<file path="src/rtl/gradient_batch_arbiter.sv">
// gradient_batch_arbiter: round-robin arbiter granting whole gradient batches from NUM_SRC streams to one adder input.
// Optional watchdog abort of stalled batches is enabled by defining GRAD_ARB_TIMEOUT_EN.
module gradient_batch_arbiter #(
    parameter int NUM_SRC     = 2,
    parameter int TIMEOUT_CYC = 1024
) (
    input  logic                   clk,
    input  logic                   rst_n,
    input  logic [NUM_SRC-1:0]     s_TVALID,
    output logic [NUM_SRC-1:0]     s_TREADY,
    input  logic [NUM_SRC*512-1:0] s_TDATA,
    output logic                   m_TVALID,
    input  logic                   m_TREADY,
    output logic [511:0]           m_TDATA,
    output logic                   m_TLAST,
    output logic [2:0]             grant_id,
    output logic                   busy,
    output logic                   batch_done,
    output logic                   timeout_err
);
    typedef enum logic [1:0] {ARB, HEADER, BODY} state_t;

    state_t      state, state_n;
    logic [2:0]  rr_ptr, rr_n, grant_n, pick, grant_inc;
    logic [27:0] remaining, rem_n;
    logic [28:0] lines;
    logic        hs, wd, done_n;

    assign busy        = state != ARB;
    assign hs          = m_TVALID & m_TREADY;
    assign lines       = 29'(({1'b0, m_TDATA[31:0]} + 33'd16) >> 4);
    assign grant_inc   = (grant_id == 3'(NUM_SRC - 1)) ? 3'd0 : grant_id + 3'd1;
    assign m_TLAST     = (state == HEADER && lines == 29'd1) || (state == BODY && remaining == 28'd1);
    assign timeout_err = wd;

    // Route the granted source through; everything is idle outside a batch.
    always_comb begin
        m_TVALID = 1'b0;
        m_TDATA  = '0;
        s_TREADY = '0;
        for (int i = 0; i < NUM_SRC; i++) begin
            if (busy && grant_id == 3'(i)) begin
                m_TVALID    = s_TVALID[i];
                m_TDATA     = s_TDATA[512*i +: 512];
                s_TREADY[i] = m_TREADY;
            end
        end
    end

    // First requester at or after rr_ptr, by smallest cyclic distance.
    always_comb begin
        int best, d;
        pick = rr_ptr;
        best = NUM_SRC;
        d    = 0;
        for (int i = 0; i < NUM_SRC; i++) begin
            d = i - int'(rr_ptr);
            if (d < 0) d = d + NUM_SRC;
            if (s_TVALID[i] && d < best) begin
                best = d;
                pick = 3'(i);
            end
        end
    end

`ifdef GRAD_ARB_TIMEOUT_EN
    logic [15:0] stall;

    // Count cycles since the last handshake of the current batch.
    always_ff @(posedge clk or negedge rst_n) begin
        if (!rst_n) stall <= '0;
        else if (state == ARB || hs) stall <= '0;
        else stall <= stall + 16'd1;
    end

    assign wd = busy && !hs && stall == 16'(TIMEOUT_CYC - 1);
`else
    assign wd = 1'b0;
`endif

    // Next-state: grant in ARB, size the batch from its header, count body lines down.
    always_comb begin
        state_n = state;
        grant_n = grant_id;
        rr_n    = rr_ptr;
        rem_n   = remaining;
        done_n  = 1'b0;
        case (state)
            ARB: begin
                if (|s_TVALID) begin
                    grant_n = pick;
                    state_n = HEADER;
                end
            end
            HEADER: begin
                if (wd) begin
                    state_n = ARB;
                    rr_n    = grant_inc;
                end else if (hs && lines == 29'd1) begin
                    state_n = ARB;
                    rr_n    = grant_inc;
                    done_n  = 1'b1;
                end else if (hs) begin
                    rem_n   = 28'(lines - 29'd1);
                    state_n = BODY;
                end
            end
            BODY: begin
                if (wd) begin
                    state_n = ARB;
                    rr_n    = grant_inc;
                end else if (hs && remaining == 28'd1) begin
                    state_n = ARB;
                    rr_n    = grant_inc;
                    done_n  = 1'b1;
                end else if (hs) begin
                    rem_n = remaining - 28'd1;
                end
            end
            default: state_n = ARB;
        endcase
    end

    // State and bookkeeping registers; reset aborts any batch silently.
    always_ff @(posedge clk or negedge rst_n) begin
        if (!rst_n) begin
            state      <= ARB;
            grant_id   <= '0;
            rr_ptr     <= '0;
            remaining  <= '0;
            batch_done <= 1'b0;
        end else begin
            state      <= state_n;
            grant_id   <= grant_n;
            rr_ptr     <= rr_n;
            remaining  <= rem_n;
            batch_done <= done_n;
        end
    end
endmodule
</file>
<file path="config.mk">
export PLATFORM = sky130hd
export DESIGN_NAME = gradient_batch_arbiter
export DESIGN_NICKNAME = d
export VERILOG_FILES = /design/src/rtl/gradient_batch_arbiter.sv
export SDC_FILE = /design/constraint.sdc
export NUM_CORES = 1
export LEC_CHECK = 0
export CAP_MARGIN = 20
export CORE_AREA = 4 4 595 597
export CTS_CLUSTER_DIAMETER = 30
export DETAILED_ROUTE_END_ITERATION = 8
export DIE_AREA = 0 0 599 601
export GPL_ROUTABILITY_DRIVEN = 0
export RECOVER_POWER = 100
export SLEW_MARGIN = 25
export SYNTH_ARGS = -nofsm -noshare
export SYNTH_HDL_FRONTEND = slang
export SYNTH_SLANG_ARGS = --single-unit
</file>
<file path="constraint.sdc">
create_clock -name clk -period 20.3 [get_ports clk]
set_input_delay 4.06 -clock clk [delete_from_list [all_inputs] [get_ports clk]]
set_output_delay 4.06 -clock clk [all_outputs]
set_load 0.005 [all_outputs]
</file>
Word-level counts from Yosys, hierarchy flattened:

Cells that the tools add are included.

* flip-flop bits (word level): 37
* output and inout port bits: 522
* input bits: 1029
* logic and storage cells: 77

* equal/unequal tests: 13
* $add $sub $neg: 8
* reduce and logical (&&, ||, !) cells: 18
* multiplexer cells: 28
* order comparisons: 4
* bitwise logic cells: 1

Operators by type and width (number)
* $mux W512: 2
* $mux W28: 4
* $mux W32: 3
* $pmux W28 S2: 1
* $sub A28 B1 Y28 const B: 2
* $add A32 B5 Y33 const B: 1
* $lt A32 B3 Y1 const B: 1
* $lt A32 B32 Y1: 1
* $eq A29 B1 Y1 const B: 1
* $eq A28 B1 Y1 const B: 1
* $mux W3: 5
* $add A4 B3 Y5 const B: 2
* $ne A2 B2 Y1 const B: 5
* $logic_and A1 B1 Y1: 8
* $lt A4 B1 Y1 const B: 2
* $mux W2: 4
* $sub A1 B3 Y4 const A: 2
* $mux W1: 6
* $pmux W2 S3: 1
* $pmux W3 S2: 1
* $reduce_and A3 Y1: 2
* $reduce_and A5 Y1: 1
* $ne A2 B1 Y1 const B: 2
* $reduce_bool A2 Y1: 2
* 12 further kinds: 12

Longest topological paths before layout:

Gate-level depths: netlist of run 1.

* word-level depth: 9
* mapped depth: 22
* gate-level depth less buffers: 16

Worst setup path after synthesis of run 1:

No wires, ideal clock.

* path kind: in2out
* from: in s_TDATA[516]
* to: out m_TLAST
* slack: 8527 ps
* arrival: 7713 ps
* buffers on the path: 1
* stages on the path: 13
* cells stage by stage: mux2_2 -> nand2_1 -> inv_1 -> ha_1 -> or4b_4 -> a2111oi_4 -> nand4_2 -> o21a_1 -> a311o_1 -> or4b_1 -> clkbuf_2 -> or4_4 -> o21ai_0

* word-level cells in the longest chain between the ends: 5

RTL lines
* from (decl): line 11 `input logic [NUM_SRC*512-1:0] s_TDATA,`
* $mux W512: line 42 `if (busy && grant_id == 3'(i)) begin`
* net m_TDATA[4]: line 14 `output logic [511:0] m_TDATA,`
* $add A32 B5 Y33: line 31 `assign lines = 29'(({1'b0, m_TDATA[31:0]} + 33'd16) >> 4);`
* $eq A29 B1 Y1: line 33 `assign m_TLAST = (state == HEADER && lines == 29'd1) || (state == BODY && remaining == 28'd1);`
* $logic_and A1 B1 Y1: line 33
* $logic_or A1 B1 Y1: line 33
* to (decl): line 15 `output logic m_TLAST,`

The timed path passes the listed nets, and every way through them passes these cells.

Worst setup path in the final report of run 1:

* from: reg grant_id[0]
* to: out m_TDATA[292]

* word-level cells in the longest chain between the ends: 4
* elaborated cells on any way between the ends: 6
* classes of those cells: eq/ne: 1; mux: 2; reduce/logical: 3

RTL lines
* from (decl): line 16 `output logic [2:0] grant_id,`
* from (signal assigned): line 134 `grant_id <= grant_n;`
* $logic_not A3 Y1: line 42
* $logic_and A1 B1 Y1: line 42
* $mux W512: line 42
* $mux W512 *: line 42
* to (decl): line 14

Every way passes the cells marked *; elsewhere a longest branch is shown, timed or not.

==> results by group, run 1 <==
Outcome
  – Status: finished with violations
  – Violated checks: capacitance limit, slew limit

Cells and area
  – Utilization after layout: 0.0943
  – Synthesis-to-layout area growth: 183%
  – Share of cells above drive strength 1: 0.0128
  – NumNets Final: 4173

Floorplan
  – Die Y: 601 um
  – Row cnt: 217
  – Die X-Extent: 599 um
  – I/O pin count: 1551
  – Core Area: 349000 um^2
  – Die ar.: 360000 um^2
  – Starting Density: 0.0333

Worst setup path
  – Required @ worst endpoint: 16.24 ns
  – Arrival @ worst endpoint: 11.59 ns
  – Nature of the critical path endpoint: output port
  – CP max FO: 59
  – Crit start category: flop
  – WS Path Type: flop to output port

Yosys
  – Post-Syn Instances: 1688
  – Mux contribution to synthesized area: 0.448
  – Yosys warnings: 0
  – EDFF count, synth: 0
  – Ys flop type: dfrtp_1
  – Post-synth ARST share: 1.00
  – Synth Area in XOR/XNOR: 0.0347
  – Post-Syn Nets: 2734
  – Post-synthesis simple-gate area fraction: 0.279
  – Number of distinct library cells after synthesis: 63
  – #FFs+latches synth: 37
  – Compound-Gate Fraction of Synth Area: 0.0842
  – Post-synthesis sequential area ratio: 0.0798
  – Mapped Area: 11600 um^2
  – Largest family of logic cells by synthesized area: multiplexers
  – Adder-Cell Fraction of Synth Area: 0.0183
  – Avg Synthesized Cell Area: 6.87 um^2

Placement
  – Port bufs: 1549
  – Post-Place Worst Slack: 6.69 ns
  – Placed wire-length estimate: 286000 um

GRT
  – Gr ovfl total: 0
  – Largest net degree at the start of global routing: 181
  – Number of global-route vias before repair: 18900
  – First-pass GRT wire length: 343000 um
  – Initial antenna violation count: 468
  – Total GRT Usage: 0.160

Pwr
  – Part of the power in registers: 0.039
  – Peak supply drop: 0.129 mV
  – Leakage: 12.8 nW
  – P_sw: 0.00235 W
  – Design Power: 0.00393 W
  – Switching Fraction: 0.596
  – Clk network pwr share: 0.022
  – Combinational power share: 0.939
  – Int Pwr: 0.00159 W
  – PwrDens: 120 nW/um^2

Route
  – DRT Pass-1 Iters: 6
  – Wire per inst: 38.7 um
  – DRC viols: 0
  – ANT nets after route: 0
  – Via count: 22400
  – Drt initial violations: 2507
  – Vias per Instance: 2.86
  – DRT Wirelength: 303000 um

CTS
  – CTS tree: yes
  – Post-CTS sizing: 0
  – Hold_buf cts: 0
  – CTS Buf Count: 5
  – Max Root-Sink Buffers: 2
  – Clk sink count: 37
  – Setup bufs post-CTS: 0
  – Worst-skew pair later-pin latency: 0.30 ns
  – CTS root buf: clkbuf_16
  – H-tree Lvls: 2
  – Clock transition at the registers of the reported paths: 0.07 ns

Timing
  – RSZ-0062 raised after global routing: no
  – Slew HR: -1.64
  – Setup violations, final: 0
  – Post-route setup TNS: 0 ns
  – Final Cycle Share: 0.771
  – Clock skew: 0.0106 ns
  – Final min period: 15.65 ns
  – Worst Setup Slack, final: 4.65 ns
  – Hold Vio Cnt, Final: 0
  – Fmax: 0.0639 GHz
  – Worst-Margin Slew: 3.96 ns
  – Max Transition Viols Final: 302

Min path
  – Hold crit path type: flop to flop

Run
  – Max_cap viols: 7
[sequential cells by signal, indices dropped and copies added (netlist names)]
register	count
batch_done	1
grant_id	3
remaining	28
rr_ptr	3
state	2
[per-stage QoR]
stage	cell area [um^2]	hold slack (ns)	std cells
2_1_floorplan	11600	0.465	1688
3_3_place_gp	32500	0.479	7719
3_5_place_dp	32500	0.490	7719
4_1_cts	32600	0.507	7727
5_1_grt	32800	0.525	7803
6_report	32900	0.504	7848
[critical path, stage by stage (launching register included)]
cell	delay [ns]
dfrtp_1	0.88
clkbuf_1	2.45
clkbuf_1	1.80
clkbuf_1	1.67
buf_4	0.80
clkbuf_1	1.91
mux2i_1	0.74
nor2_1	0.25
dlygate4sd3_1	0.60
[worst paths after layout]
| check | from | to | slack (ns) | cells past startpoint |
|---|---|---|---|---|
| worst max-delay path | grant_id[0]$_DFFE_PN0P_ | m_TDATA[292] | 4.65 | 8 |
| worst min-delay path | remaining[21]$_DFFE_PN0P_ | remaining[21]$_DFFE_PN0P_ | 0.50 | 1 |
| worst max register to register | grant_id[0]$_DFFE_PN0P_ | remaining[0]$_DFFE_PN0P_ | 10.38 | 12 |
| worst min register to register | remaining[21]$_DFFE_PN0P_ | remaining[21]$_DFFE_PN0P_ | 0.50 | 1 |
| max in group asynchronous | rst_n | remaining[5]$_DFFE_PN0P_ | 13.87 | 2 |
| min in group asynchronous | rst_n | grant_id[2]$_DFFE_PN0P_ | 5.04 | 2 |
[routing by layer]
metal  track usage  share of wire
met5        0.0167          0.010
met3         0.149           0.20
met2         0.254           0.44
met4        0.0378          0.037
met1         0.148           0.31
[power groups by stage]
stage | Combinational (W) | Clock (W) | Sequential [W]
floorplan | 0.00147 | 0 | 0.000134
global placement | 0.00383 | 0 | 0.000156
detailed placement | 0.00384 | 0 | 0.000157
CTS | 0.00385 | 0.0000904 | 0.000156
global route | 0.00384 | 0.0000909 | 0.000161
finish | 0.00369 | 0.0000857 | 0.000155
[cell families (layout without fill, tap and decap cells)]
group,Yosys count,in the layout
AOI/OAI and AO/OA,142,142
xor gates and xnor gates,46,46
adders and majority gates,17,17
buffers and inverters,159,1599
DFF,37,37
muxes,519,519
other,1,122
and+or+nand+nor,767,767
[area by class of cell]
type,count,area (um^2)
Antenna cell,121,303
Clock buffer,5,125
Clock inverter,3,21.3
Fill cell,40800,316000
Inverter,21,78.8
Multi-Input combinational cell,1492,10000
Sequential cell,37,926
Tap cell,4599,5750
Timing Repair Buffer,1570,15700
[cells in the final DEF, fill, tap and decap left out, types with 5 or more instances in the layout]
cell type,instances
diode_2,121
dlygate4sd3_1,512
buf_4,12
nand4_1,13
inv_1,21
a22o_1,15
clkbuf_16,5
nand2_1,72
nand3_1,34
mux2i_1,515
clkdlybuf4s50_1,1034
ha_1,16
and3_1,6
and2_1,5
o22ai_1,11
nand3b_1,8
nor3_1,19
clkbuf_1,8
xor2_1,14
xnor2_1,32
a21oi_1,31
or4_1,5
nor2_1,552
a211oi_1,7
nor4_1,15
dfrtp_1,37
nand2b_1,7
o31ai_1,6
o21ai_0,33
or3_1,10
[cells in the mapped netlist, types with 9 or more instances]
cell type | instances | area share
a21oi_1 | 31 | 0.013
inv_1 | 21 | 0.0068
clkbuf_1 | 81 | 0.026
buf_2 | 9 | 0.0039
buf_1 | 41 | 0.013
ha_1 | 17 | 0.018
nand3_1 | 34 | 0.015
nor2_1 | 552 | 0.18
o21ai_0 | 32 | 0.014
o22ai_1 | 11 | 0.0059
xnor2_1 | 32 | 0.024
nor3_1 | 19 | 0.0082
or3_1 | 11 | 0.0059
dfrtp_1 | 37 | 0.080
a22o_1 | 15 | 0.011
nand4_1 | 13 | 0.0070
xor2_1 | 14 | 0.011
nor4_1 | 15 | 0.0081
nand2_1 | 72 | 0.023
mux2i_1 | 515 | 0.44
(Power assumes the default switching activity.)
==> run 2: changes to the inputs <==
--- a/config.mk
+++ b/config.mk
@@ -6,10 +6,10 @@
 export NUM_CORES = 1
 export LEC_CHECK = 0
 export CAP_MARGIN = 20
-export CORE_AREA = 4 4 595 597
+export CORE_AREA = 4 4 600 602
 export CTS_CLUSTER_DIAMETER = 30
 export DETAILED_ROUTE_END_ITERATION = 8
-export DIE_AREA = 0 0 599 601
+export DIE_AREA = 0 0 604 606
 export GPL_ROUTABILITY_DRIVEN = 0
 export RECOVER_POWER = 100
 export SLEW_MARGIN = 25
==> constraint.sdc (replaced) <==
create_clock -name clk -period 15.1 [get_ports clk]
set_input_delay 3.02 -clock clk [delete_from_list [all_inputs] [get_ports clk]]
set_output_delay 3.02 -clock clk [all_outputs]
set_load 0.005 [all_outputs]
==> run 2 against run 1 <==
  * The flow still finishes with violations (capacitance limit, slew limit)
  * Setup slack got worse by 2.3 ns
  * Count of clock-buffer cells in the layout unchanged
  * Via count about the same
  * Design area increased by 0.61%
  * Register-to-register slack got worse by 5.2 ns
  * Die area increased by 1.7%
  * Sequential power increased by 38%
  * Utilization decreased by 0.11 points
  * Critical path type unchanged
  * Critical endpoint is now m_TDATA[279]
  * Largest cell class unchanged
==> results by group, run 2 (same netlist as run 1, synthesis figures left out) <==
Worst setup path
  – Worst path max stage delay: 2.22 ns
  – Reg2reg setup slack: 5.23 ns
  – Arrival @ worst endpoint: 9.74 ns
  – Worst path cell trace: clkbuf_1 -> clkbuf_1 -> buf_12 -> buf_4 -> buf_4 -> mux2i_1 -> nor2_1 -> dlygate4sd3_1
  – Worst Path Buf+Inv: 6
  – CP max FO: 106
  – Worst path slowest cell: clkbuf_1
  – Required @ worst endpoint: 12.08 ns
  – WS Path Type: flop to output port
  – Crit path max-delay family: buffers and inverters
  – Crit start category: flop
  – Nature of the critical path endpoint: output port

Cells and area
  – Commonest non-fill, non-tap cell in the layout: clkdlybuf4s50_1
  – Largest registers: remaining x28, grant_id x3, rr_ptr x3
  – Top reg by flops: remaining
  – Layout Cells excl Fill: 7970
  – Design Area, Final: 33100 um^2
  – Synthesis-to-layout area growth: 185%
  – NumNets Final: 4178
  – Share of cells above drive strength 1: 0.0147
  – Number of flip-flops in the largest register: 28
  – Most frequent cells in the layout: clkdlybuf4s50_1 (1039), nor2_1 (552), mux2i_1 (515), dlygate4sd3_1 (510), nand2_1 (72)

CTS
  – Hold_buf cts: 0
  – CTS tree: yes
  – Clk sink count: 37
  – Clock transition at the registers of the reported paths: 0.08 ns
  – CTS Buf Count: 5
  – Setup bufs post-CTS: 0
  – CTS root buf: clkbuf_16
  – H-tree Lvls: 2
  – Post-CTS sizing: 0
  – Max Root-Sink Buffers: 2
  – Worst-skew pair later-pin latency: 0.31 ns

Placement
  – Placed wire-length estimate: 294000 um
  – Area after DPL: 32700 um^2
  – Placed insts: 7875
  – Port bufs: 1549

Timing
  – Max Transition Viols Final: 294
  – Worst-Margin Slew: 4.22 ns
  – Slew HR: -1.82
  – Final Cycle Share: 0.845
  – Post-route setup TNS: 0 ns
  – Fmax: 0.0784 GHz
  – Setup violations, final: 0
  – Hold Vio Cnt, Final: 0
  – Clock skew: 0.0141 ns
  – Minimum hold slack: 0.496 ns
  – Final min period: 12.76 ns
  – RSZ-0062 raised after global routing: no

Route
  – Via count: 22500
  – DRT Pass-1 Iters: 6
  – Wire per inst: 39.0 um
  – Vias per Instance: 2.82
  – DRC viols: 0
  – ANT nets after route: 0
  – DRT Wirelength: 311000 um
  – Drt initial violations: 2599

Outcome
  – Violated checks: capacitance limit, slew limit
  – Status: finished with violations

GRT
  – Gr ovfl total: 0
  – Largest net degree at the start of global routing: 176
  – Initial antenna violation count: 456
  – First-pass GRT wire length: 347000 um
  – Total GRT Usage: 0.160
  – Number of global-route vias before repair: 18800

Floorplan
  – Row cnt: 219
  – Core Area: 355000 um^2
  – Die Y: 606 um
  – I/O pin count: 1551
  – Starting Density: 0.0327
  – Die ar.: 366000 um^2
  – Die X-Extent: 604 um

Pwr
  – PwrDens: 164 nW/um^2
  – Design Power: 0.00544 W
  – Clk network pwr share: 0.021
  – P_sw: 0.00329 W
  – Int Pwr: 0.00215 W
  – Leakage: 12.8 nW
  – Switching Fraction: 0.605
  – Combinational power share: 0.939
  – Peak supply drop: 0.173 mV
  – Part of the power in registers: 0.039

Run
  – Max_cap viols: 7

Min path
  – Hold crit path type: flop to flop
-- run 2: cell types whose count changed in the layout (fill, tap and decap cells not counted), moves of 2 or more --
cell / change
diode_2: -35
clkdlybuf4s50_1: +5
buf_4: +4
clkbuf_1: -2
dlygate4sd3_1: -2
-- run 2: worst paths after layout --
path	end	depth (start not counted)	start
min reg2reg	remaining[21]$_DFFE_PN0P_	1	remaining[21]$_DFFE_PN0P_
max reg2reg	remaining[0]$_DFFE_PN0P_	11	grant_id[0]$_DFFE_PN0P_
max in group asynchronous	remaining[5]$_DFFE_PN0P_	2	rst_n
min in group asynchronous	grant_id[0]$_DFFE_PN0P_	2	rst_n
max	m_TDATA[279]	8	grant_id[0]$_DFFE_PN0P_
min	remaining[21]$_DFFE_PN0P_	1	remaining[21]$_DFFE_PN0P_
-- run 2: metrics by stage --
step | utilization | worst slack (ns)
after floorplan | - | 5.41
after CTS | 0.0926 | 3.49
after detailed placement | 0.0922 | 3.51
after global placement | 0.0922 | 3.55
final | 0.0932 | 2.34
after global routing | 0.0929 | 1.57
-- run 2: worst reg2reg max path, delay by kind of cell, from the launching register on --
kind / cells / cell delay (ns)
AOI/OAI and AO/OA: 3 / 0.94
muxes: 1 / 0.27
DFF: 1 / 1.68
buffers and inverters: 3 / 5.75
and+or+nand+nor: 4 / 1.14
-- run 2: cell type report --
cell class | count | area (um^2)
Multi-Input combinational cell | 1492 | 10000
Tap cell | 4751 | 5940
Antenna cell | 86 | 215
Inverter | 21 | 78.8
Clock buffer | 5 | 125
Timing Repair Buffer | 1575 | 15700
Sequential cell | 37 | 926
Fill cell | 41400 | 322000
Clock inverter | 3 | 25.0
-- run 2: metal layers --
metal | vias to the layer above | part of all wire | global-route usage
met3 | 948 | 0.19 | 0.139
met4 | 400 | 0.035 | 0.0405
li1 | 8886 | - | -
met2 | 2126 | 0.46 | 0.264
met5 | - | 0.010 | 0.00640
met1 | 10100 | 0.31 | 0.147
-- run 2: power groups by stage --
stage / Sequential, W / Combinational [W] / Clock, W
floorplan: 0.000180 / 0.00197 / 0
global placement: 0.000215 / 0.00534 / 0
detailed placement: 0.000218 / 0.00535 / 0
CTS: 0.000216 / 0.00537 / 0.000123
global route: 0.000224 / 0.00533 / 0.000125
finish: 0.000214 / 0.00511 / 0.000117
==> run 3: changes to the inputs <==
--- a/config.mk
+++ b/config.mk
@@ -6,10 +6,10 @@
 export NUM_CORES = 1
 export LEC_CHECK = 0
 export CAP_MARGIN = 20
-export CORE_AREA = 4 4 600 602
+export CORE_AREA = 4 4 601 603
 export CTS_CLUSTER_DIAMETER = 30
 export DETAILED_ROUTE_END_ITERATION = 8
-export DIE_AREA = 0 0 604 606
+export DIE_AREA = 0 0 605 607
 export GPL_ROUTABILITY_DRIVEN = 0
 export RECOVER_POWER = 100
 export SLEW_MARGIN = 25
==> constraint.sdc (replaced) <==
create_clock -name clk -period 11.1 [get_ports clk]
set_input_delay 2.22 -clock clk [delete_from_list [all_inputs] [get_ports clk]]
set_output_delay 2.22 -clock clk [all_outputs]
set_load 0.005 [all_outputs]
==> run 3 against run 2 <==
  * The run still ends with capacitance limit, slew limit left
  * Register-to-register slack got worse by 2.0 ns
  * Clock skew shrank 0.0054 ns
  * Critical path depth increased by 5
  * Utilization decreased by 0.055 points
  * Power grew 36%
  * Setup slack worse by 1.6 ns
  * Die area up 0.33%
  * Clock power grew 21%
  * Cell count down 0.16%
  * First-iteration DRC count fell by 11%
  * Critical path type is now input pin to output port
  * Largest cell class unchanged
  * Highest routed layer unchanged
==> results by group, run 3 (same netlist as run 1, synthesis figures left out) <==
Outcome
  – Status: finished with violations
  – Violated checks: capacitance limit, slew limit

Pwr
  – PwrDens: 224 nW/um^2
  – Int Pwr: 0.00290 W
  – P_sw: 0.00449 W
  – Peak supply drop: 0.211 mV
  – Combinational power share: 0.938
  – Switching Fraction: 0.607
  – Leakage: 12.7 nW
  – Clk network pwr share: 0.019
  – Part of the power in registers: 0.042

Route
  – DRT Pass-1 Iters: 6
  – Vias per Instance: 2.80
  – Wire per inst: 37.8 um
  – Via count: 22300
  – DRT Wirelength: 301000 um
  – ANT nets after route: 0
  – Drt initial violations: 2301
  – DRC viols: 0

Worst setup path
  – CP max FO: 7
  – Crit start category: input pin
  – Arrival @ worst endpoint: 8.11 ns
  – Worst path max stage delay: 0.92 ns
  – WS Path Type: input pin to output port
  – Crit path top cell by count: dlygate4sd3_1
  – Worst Path Buf+Inv: 2
  – Crit path max-delay family: simple AND/OR/NAND/NOR gates
  – Worst path cell trace: dlygate4sd3_1 -> mux2i_1 -> nor2_1 -> ha_1 -> or4b_1 -> a2111oi_4 -> nand4_1 -> o31a_1 -> nor4_1 -> nand4b_1 -> or4_1 -> o21ai_0 -> dlygate4sd3_1
  – Nature of the critical path endpoint: output port
  – Worst path slowest cell: dlygate4sd3_1
  – Required @ worst endpoint: 8.88 ns
  – Reg2reg setup slack: 3.21 ns

Floorplan
  – Die X-Extent: 605 um
  – Die ar.: 367000 um^2
  – Die Y: 607 um
  – I/O pin count: 1551
  – Starting Density: 0.0326
  – Core Area: 355000 um^2
  – Row cnt: 219

Run
  – Max_cap viols: 12

Timing
  – Clock skew: 0.00869 ns
  – Setup violations, final: 0
  – Worst-Margin Slew: 3.31 ns
  – Slew HR: -1.20
  – RSZ-0062 raised after global routing: no
  – Fmax: 0.0968 GHz
  – Worst Setup Slack, final: 0.773 ns
  – Final Cycle Share: 0.930
  – Hold Vio Cnt, Final: 0
  – Max Transition Viols Final: 734
  – Post-route setup TNS: 0 ns
  – Final min period: 10.33 ns

CTS
  – Worst-skew pair later-pin latency: 0.28 ns
  – Hold_buf cts: 0
  – Max Root-Sink Buffers: 2
  – Clk sink count: 37
  – Clock transition at the registers of the reported paths: 0.06 ns
  – Post-CTS sizing: 0
  – CTS Buf Count: 5
  – Setup bufs post-CTS: 0
  – H-tree Lvls: 2
  – CTS tree: yes
  – CTS root buf: clkbuf_16

Cells and area
  – Commonest non-fill, non-tap cell in the layout: clkdlybuf4s50_1
  – NumNets Final: 4173
  – Top reg by flops: remaining
  – Share of cells above drive strength 1: 0.0122
  – Number of flip-flops in the largest register: 28
  – Most frequent cells in the layout: clkdlybuf4s50_1 (1042), nor2_1 (552), mux2i_1 (515), dlygate4sd3_1 (505), nand2_1 (72)
  – Synthesis-to-layout area growth: 184%
  – Largest registers: remaining x28, grant_id x3, rr_ptr x3

GRT
  – Number of global-route vias before repair: 18500
  – Largest net degree at the start of global routing: 150
  – Gr ovfl total: 0
  – First-pass GRT wire length: 336000 um
  – Initial antenna violation count: 449
  – Total GRT Usage: 0.154

Placement
  – Placed wire-length estimate: 284000 um
  – Post-Place Worst Slack: 0.982 ns
  – Port bufs: 1549

Min path
  – Hold crit path type: flop to flop
==> run 3: cell count changes in the layout (fill, tap and decap cells not counted), sizes merged <==
| cell | previous run | this run |
|---|---|---|
| clkinv | 1 | 0 |
| inv | 22 | 21 |
| dlygate4sd3 | 510 | 505 |
| clkbuf | 11 | 19 |
| clkdlybuf4s50 | 1039 | 1042 |
| diode | 86 | 79 |
| buf | 20 | 10 |
==> run 3: layer usage <==
layer,vias up,part of all wire,GRT usage
li1,8853,-,-
met1,10100,0.32,0.147
met2,2060,0.46,0.257
met3,910,0.17,0.122
met4,368,0.037,0.0405
met5,-,0.0095,0.00692
==> run 3: per-stage QoR <==
step | power [W] | cells | hold slack [ns] | utilization | area [um^2]
5_1_grt | 0.00772 | 7919 | 0.532 | 0.0924 | 32800
6_report | 0.00739 | 7957 | 0.508 | 0.0927 | 32900
4_1_cts | 0.00776 | 7878 | 0.506 | 0.0923 | 32800
3_5_place_dp | 0.00758 | 7871 | 0.490 | 0.0919 | 32700
3_3_place_gp | 0.00758 | 7871 | 0.478 | 0.0919 | 32700
2_1_floorplan | 0.00293 | 1688 | 0.465 | - | 11600
==> run 3: final cells by class <==
class / instances / area [um^2]
Sequential cell: 37 / 930
Fill cell: 41600 / 322000
Multi-Input combinational cell: 1492 / 10000
Inverter: 21 / 78.8
Antenna cell: 79 / 198
Timing Repair Buffer: 1570 / 15600
Clock buffer: 6 / 139
Tap cell: 4751 / 5940
Clock inverter: 1 / 7.51
==> run 3: power by group through the flow <==
| stage | Sequential [W] | Clock (W) | Combinational (W) |
|---|---|---|---|
| after CTS | 0.000317 | 0.000145 | 0.00730 |
| after detailed placement | 0.000319 | 0 | 0.00726 |
| after global routing | 0.000326 | 0.000154 | 0.00724 |
| after global placement | 0.000315 | 0 | 0.00726 |
| final | 0.000314 | 0.000142 | 0.00693 |
| after floorplan | 0.000245 | 0 | 0.00269 |
==> run 3: worst paths after layout <==
kind,startpoint,end,cells past startpoint
max,s_TDATA[517],m_TLAST,13
min,remaining[21]$_DFFE_PN0P_,remaining[21]$_DFFE_PN0P_,1
max reg2reg,state[1]$_DFFE_PN0P_,remaining[6]$_DFFE_PN0P_,14
min reg2reg,remaining[21]$_DFFE_PN0P_,remaining[21]$_DFFE_PN0P_,1
max in group asynchronous,rst_n,grant_id[0]$_DFFE_PN0P_,1
min in group asynchronous,rst_n,remaining[5]$_DFFE_PN0P_,1
==> run 3: worst register-to-register path, delay by kind of cell, from the launching register on <==
family / cells / cell delay, ns
buffers and inverters: 3 / 2.42
and+or+nand+nor: 7 / 3.76
adders and majority gates: 1 / 0.34
DFF: 1 / 0.39
AOI/OAI and AO/OA: 3 / 0.78
